**src/rtl/tmc_spi_pkg.sv**
```systemverilog
// Shared constants and FSM state type for the TMC5130 SPI datagram engine.
package tmc_spi_pkg;

    localparam int FRAME_BITS  = 40;
    localparam int STATUS_BITS = 8;
    localparam int DATA_BITS   = 32;

    // Datagram layout: address byte on top, write flag is its MSB.
    localparam int ADDR_MSB    = 39;
    localparam int ADDR_LSB    = 32;
    localparam int WR_FLAG_BIT = 39;
    localparam int DATA_MSB    = 31;
    localparam int DATA_LSB    = 0;

    typedef enum logic [2:0] {
        IDLE,
        SETUP,
        SHIFT,
        HOLD,
        GAP
    } spi_state_t;

    function automatic int max4(input int a, input int b, input int c, input int d);
        int m;
        m = a;
        if (b > m) m = b;
        if (c > m) m = c;
        if (d > m) m = d;
        return m;
    endfunction

endpackage

```
**src/rtl/tmc_spi_sync2.sv**
```systemverilog
// Two-flop synchroniser for a single asynchronous input bit.
module tmc_spi_sync2 (
    input  logic clk_i,
    input  logic rst_i,
    input  logic d_i,
    output logic q_o
);
    logic meta_q;
    logic sync_q;

    always_ff @(posedge clk_i or posedge rst_i) begin
        if (rst_i) begin
            meta_q <= 1'b0;
            sync_q <= 1'b0;
        end else begin
            meta_q <= d_i;
            sync_q <= meta_q;
        end
    end

    assign q_o = sync_q;

endmodule

```
**src/rtl/tmc_spi_master.sv**
```systemverilog
// SPI mode-3 master moving one 40-bit TMC5130 datagram per request.
// States: IDLE wait request | SETUP CSN lead-in | SHIFT 40 bits | HOLD CSN tail | GAP CSN-high spacing.
module tmc_spi_master
    import tmc_spi_pkg::*;
#(
    parameter int CLK_DIV  = 4,
    parameter int CS_SETUP = 4,
    parameter int CS_HOLD  = 4,
    parameter int CS_IDLE  = 8
) (
    input  logic                   ACLK,
    input  logic                   ARESET,
    input  logic                   req_valid,
    output logic                   req_ready,
    input  logic [FRAME_BITS-1:0]  req_data,
    output logic                   rsp_valid,
    output logic [STATUS_BITS-1:0] rsp_status,
    output logic [DATA_BITS-1:0]   rsp_data,
    output logic                   busy,
    output logic                   spi_csn,
    output logic                   spi_sck,
    output logic                   spi_mosi,
    input  logic                   spi_miso
);
    localparam int TW = $clog2(max4(CLK_DIV, CS_SETUP, CS_HOLD, CS_IDLE) + 1);
    typedef logic [TW-1:0] tcnt_t;

    localparam tcnt_t T_ONE   = tcnt_t'(1);
    localparam tcnt_t T_DIV   = tcnt_t'(CLK_DIV - 1);
    localparam tcnt_t T_SETUP = tcnt_t'(CS_SETUP - 1);
    localparam tcnt_t T_HOLD  = tcnt_t'(CS_HOLD - 1);
    localparam tcnt_t T_IDLE  = tcnt_t'(CS_IDLE - 1);

    spi_state_t             state_q;
    tcnt_t                  tcnt_q;
    logic [5:0]             bit_q;
    logic [FRAME_BITS-2:0]  tx_q;
    logic [FRAME_BITS-1:0]  rx_q;
    logic                   ready_q;
    logic                   rsp_valid_q;
    logic                   busy_q;
    logic                   csn_q;
    logic                   sck_q;
    logic                   mosi_q;
    logic [STATUS_BITS-1:0] status_q;
    logic [DATA_BITS-1:0]   data_q;
    logic                   miso_s;

    tmc_spi_sync2 u_sync (
        .clk_i (ACLK),
        .rst_i (ARESET),
        .d_i   (spi_miso),
        .q_o   (miso_s)
    );

    always_ff @(posedge ACLK or posedge ARESET) begin
        if (ARESET) begin
            state_q     <= IDLE;
            tcnt_q      <= '0;
            bit_q       <= '0;
            tx_q        <= '0;
            rx_q        <= '0;
            ready_q     <= 1'b0;
            rsp_valid_q <= 1'b0;
            busy_q      <= 1'b0;
            csn_q       <= 1'b1;
            sck_q       <= 1'b1;
            mosi_q      <= 1'b0;
            status_q    <= '0;
            data_q      <= '0;
        end else begin
            rsp_valid_q <= 1'b0;
            case (state_q)
                IDLE: begin
                    ready_q <= 1'b1;
                    if (req_valid && ready_q) begin
                        state_q <= SETUP;
                        ready_q <= 1'b0;
                        busy_q  <= 1'b1;
                        csn_q   <= 1'b0;
                        mosi_q  <= req_data[FRAME_BITS-1];
                        tx_q    <= req_data[FRAME_BITS-2:0];
                        tcnt_q  <= T_SETUP;
                    end
                end
                SETUP: begin
                    if (tcnt_q == '0) begin
                        state_q <= SHIFT;
                        sck_q   <= 1'b0;
                        bit_q   <= 6'(FRAME_BITS - 1);
                        tcnt_q  <= T_DIV;
                    end else begin
                        tcnt_q <= tcnt_q - T_ONE;
                    end
                end
                SHIFT: begin
                    if (tcnt_q != '0) begin
                        tcnt_q <= tcnt_q - T_ONE;
                    end else begin
                        tcnt_q <= T_DIV;
                        if (!sck_q) begin
                            sck_q <= 1'b1;
                        end else begin
                            // End of high phase: synchroniser delay keeps the sample inside the high phase.
                            rx_q <= {rx_q[FRAME_BITS-2:0], miso_s};
                            if (bit_q == '0) begin
                                state_q <= HOLD;
                                tcnt_q  <= T_HOLD;
                            end else begin
                                bit_q  <= bit_q - 6'd1;
                                sck_q  <= 1'b0;
                                mosi_q <= tx_q[FRAME_BITS-2];
                                tx_q   <= {tx_q[FRAME_BITS-3:0], 1'b0};
                            end
                        end
                    end
                end
                HOLD: begin
                    if (tcnt_q == '0) begin
                        state_q     <= GAP;
                        csn_q       <= 1'b1;
                        mosi_q      <= 1'b0;
                        status_q    <= rx_q[ADDR_MSB:ADDR_LSB];
                        data_q      <= rx_q[DATA_MSB:DATA_LSB];
                        rsp_valid_q <= 1'b1;
                        tcnt_q      <= T_IDLE;
                    end else begin
                        tcnt_q <= tcnt_q - T_ONE;
                    end
                end
                GAP: begin
                    if (tcnt_q == '0) begin
                        state_q <= IDLE;
                        busy_q  <= 1'b0;
                        ready_q <= 1'b1;
                    end else begin
                        tcnt_q <= tcnt_q - T_ONE;
                    end
                end
                default: state_q <= IDLE;
            endcase
        end
    end

    assign req_ready  = ready_q;
    assign rsp_valid  = rsp_valid_q;
    assign rsp_status = status_q;
    assign rsp_data   = data_q;
    assign busy       = busy_q;
    assign spi_csn    = csn_q;
    assign spi_sck    = sck_q;
    assign spi_mosi   = mosi_q;

endmodule

```
**config.mk**
```make
export PLATFORM = sky130hd
export DESIGN_NAME = tmc_spi_master
export DESIGN_NICKNAME = d
export VERILOG_FILES = /design/src/rtl/tmc_spi_pkg.sv /design/src/rtl/tmc_spi_sync2.sv /design/src/rtl/tmc_spi_master.sv
export SDC_FILE = /design/constraint.sdc
export NUM_CORES = 1
export LEC_CHECK = 0
export CORE_AREA = 8 8 132 103
export DETAILED_ROUTE_END_ITERATION = 8
export DIE_AREA = 0 0 140 111
export PLACE_DENSITY = 0.79
export REMOVE_ABC_BUFFERS = 1
export SYNTH_ARGS = -nofsm -noshare
export SYNTH_HDL_FRONTEND = slang
export SYNTH_SLANG_ARGS = --single-unit
```
**constraint.sdc**
```tcl
create_clock -name ACLK -period 5.7 [get_ports ACLK]
set_input_delay 1.425 -clock ACLK [delete_from_list [all_inputs] [get_ports ACLK]]
set_output_delay 1.425 -clock ACLK [all_outputs]
set_load 0.01 [all_outputs]
```
==> results.sh <==
export IMPL_outcome="completed"
export IMPL_slew_viol_final=0
export IMPL_place_gp_congestion=0.814
export IMPL_antenna_left=0
export IMPL_dr_total_vias=4075
export IMPL_cts_path_max_buffers=2
export IMPL_start_kind="flop"
export IMPL_htree_levels=4
export IMPL_gr_total_overflow=0
export IMPL_slew_headroom_pct=19.8
export IMPL_antenna_found_initial=0
export IMPL_critPathKind="flop to flop"
export IMPL_cts_sinks=140
export IMPL_end_kind="flop"
export IMPL_fin_area_sq_um=7710
export IMPL_setup_violations=0
export IMPL_cts_buffers=17
export IMPL_worst_pin_slew_ns=1.20
export IMPL_leakagePower_uw=0.00385
export IMPL_nets=647
export IMPL_io_buffers=89
export IMPL_syn_inst=517
export IMPL_io_pins=90
export IMPL_power_total_uw=2220
export IMPL_grt_pass1_vias=4181
export IMPL_drt_iter0_drc=263
export IMPL_tns_ns=0
export IMPL_seq_area_frac_synth_pct=57.7
export IMPL_final_min_clock_period_ns=3.64
export IMPL_pre_cts_ws_ns=2.11
export IMPL_drive_gt1_share_pct=20.4
export IMPL_grt_first_pass_wirelength_mm=20.8
export IMPL_grt_use_met2_pct=24.0
export IMPL_avgRoutedWirePerCell_microns=16.3
export IMPL_synth_distinct_cells=42
export IMPL_synth_edff_count=0
export IMPL_gr_usage_all_layers_pct=16.5
export IMPL_crit_fanout=42
export IMPL_cts_resized=0
export IMPL_num_antenna_cells=0
export IMPL_final_hold_violation_count=0
export IMPL_grt_max_degree=110
export IMPL_ctsHoldBuffers=0
export IMPL_avgSynthCellArea_sq_um=11.8
export IMPL_drv_cap=0
export IMPL_grt_setup_unrepaired="no"
export IMPL_fin_ws_ns=2.06
export IMPL_die_h_microns=111
export IMPL_ir_drop_mv=0.233
export IMPL_dieArea_sq_um=15500
export IMPL_clock_latency_ns=0.41
export IMPL_max_freq_ghz=0.275
export IMPL_initial_core_util_pct=53.3
export IMPL_wl_mm=12.3
export IMPL_grt_use_met3_pct=6.37
export IMPL_post_cts_buffers=0
export IMPL_post_drt_via_cell_ratio=5.39
export IMPL_timing_final_crit_share_pct=63.8
export IMPL_ys_ff_latch=140
export IMPL_core_area_sq_um=11400
export IMPL_hpwl_mm=7.98
export IMPL_ys_flop_type="dfrtp_1"
export IMPL_path_clk_slew_ns=0.06
export IMPL_placed_cell_area_sq_um=7080
export IMPL_grt_busiest_layer="met2"
export IMPL_synthArstFlopShare_pct=100
export IMPL_area_growth_pct=26.9
export IMPL_rows=34
export IMPL_cp_arrival_ns=3.92
export IMPL_die_w_microns=140
export IMPL_cts_root_buf="clkbuf_16"
export IMPL_fin_worst_skew_ns=0.00989
export IMPL_worst_hold_path_type="flop to flop"
export IMPL_cp_data_required_time_ns=5.98
export IMPL_tritoncts="built"
export IMPL_power_density_nw_per_um2=287
export IMPL_post_synth_instance_area_sq_um=6080
export IMPL_fillers=818
export IMPL_ys_warn_count=0
export IMPL_drc_errors=0
export IMPL_firstDrtPassIters=4
export IMPL_use_met1_pct=22.2
registers in the layout, indices dropped and copies added (netlist names), 3 cells and up:
signal,flops
tcnt_q,4
state_q,3
rx_q,40
tx_q,39
rsp_data,32
rsp_status,8
bit_q,6
layout by cell type (no fill, tap or decap), types with 3 or more instances in the layout:
cell / instances
a21oi_1: 9
dfrtp_1: 138
nand3_1: 3
clkbuf_16: 17
inv_1: 6
o21ai_0: 9
nand2_1: 133
or3_1: 3
mux2_2: 78
mux2i_1: 4
clkdlybuf4s50_1: 89
clkinvlp_4: 3
mux2_1: 38
nand2b_1: 4
nor2b_1: 3
inv_6: 6
nor2_1: 13
buf_4: 3
bufinv_16: 4
ha_1: 4
nor3_1: 4
final cells by class:
class | count | area, sq um | area share, %
Clock buffer | 17 | 425 | 5.52
Clock inverter | 15 | 209 | 2.71
Inverter | 7 | 31.3 | 0.406
Multi-Input combinational cell | 341 | 2450 | 31.7
Sequential cell | 140 | 3510 | 45.5
Tap cell | 144 | 180 | 2.34
Timing Repair Buffer | 92 | 913 | 11.8
worst max-delay path, cell delays in order (launching register included):
cell,delay [ns]
dfrtp_1,0.40
inv_1,0.09
ha_1,0.19
nor3b_1,0.97
and3_2,0.88
o2bb2ai_4,0.50
mux2_1,0.47
metal layers:
layer	wire, microns	share of wire (%)	vias up
met1	5980	49	2010
met2	5400	44	127
met3	798	6.5	18
met4	141	1.1	0
li1	-	-	1920
met5	0	0	-
Yosys cell counts, drive strengths merged (3+ instances only):
library cell	n	share of area, %
nand3	3	0.25
or3	3	0.31
clkbuf	17	1.1
nand2	133	8.2
dfrtp	138	57
inv	7	0.43
mux2	116	21
nor3	4	0.33
o21ai	9	0.74
ha	4	0.82
nand2b	4	0.41
a21oi	9	0.74
nor2	14	0.91
mux2i	4	0.66
buf	12	0.99
nor2b	3	0.31
metrics by stage:
| stage | utilization [%] | cells | hold slack, ns |
|---|---|---|---|
| 2_1_floorplan | - | 488 | 0.331 |
| 3_3_place_gp | 62.1 | 724 | 0.331 |
| 3_5_place_dp | 62.1 | 724 | 0.349 |
| 4_1_cts | 67.7 | 756 | 0.363 |
| 5_1_grt | 67.7 | 756 | 0.388 |
| 6_report | 67.7 | 756 | 0.358 |
kinds of logic after synthesis:
family / synth area share, %
flops: 57.7
compound gates: 4.16
fa+ha+maj: 0.824
buf+inv: 2.47
simple gates: 12.7
mux: 22.2
path summary, 6_finish.rpt:
check	from	endpoint	slack, ns	depth (start not counted)
worst max-delay path	tcnt_q[1]	tx_q[16]	2.06	6
worst min register to register	u_sync.meta_q	u_sync.q_o	0.36	0
worst min-delay path	u_sync.meta_q	u_sync.q_o	0.36	0
min in group asynchronous	ARESET	tx_q[26]	1.59	2
worst max register to register	tcnt_q[1]	tx_q[16]	2.06	6
max in group asynchronous	ARESET	rsp_data[8]	3.10	3
where the power goes:
group	switching [uW]	internal (uW)
sequential	1.67	997
clock	425	739
combinational	26.4	27.6
total	453	1760
No activity file was read; power rests on OpenSTA's default activity.
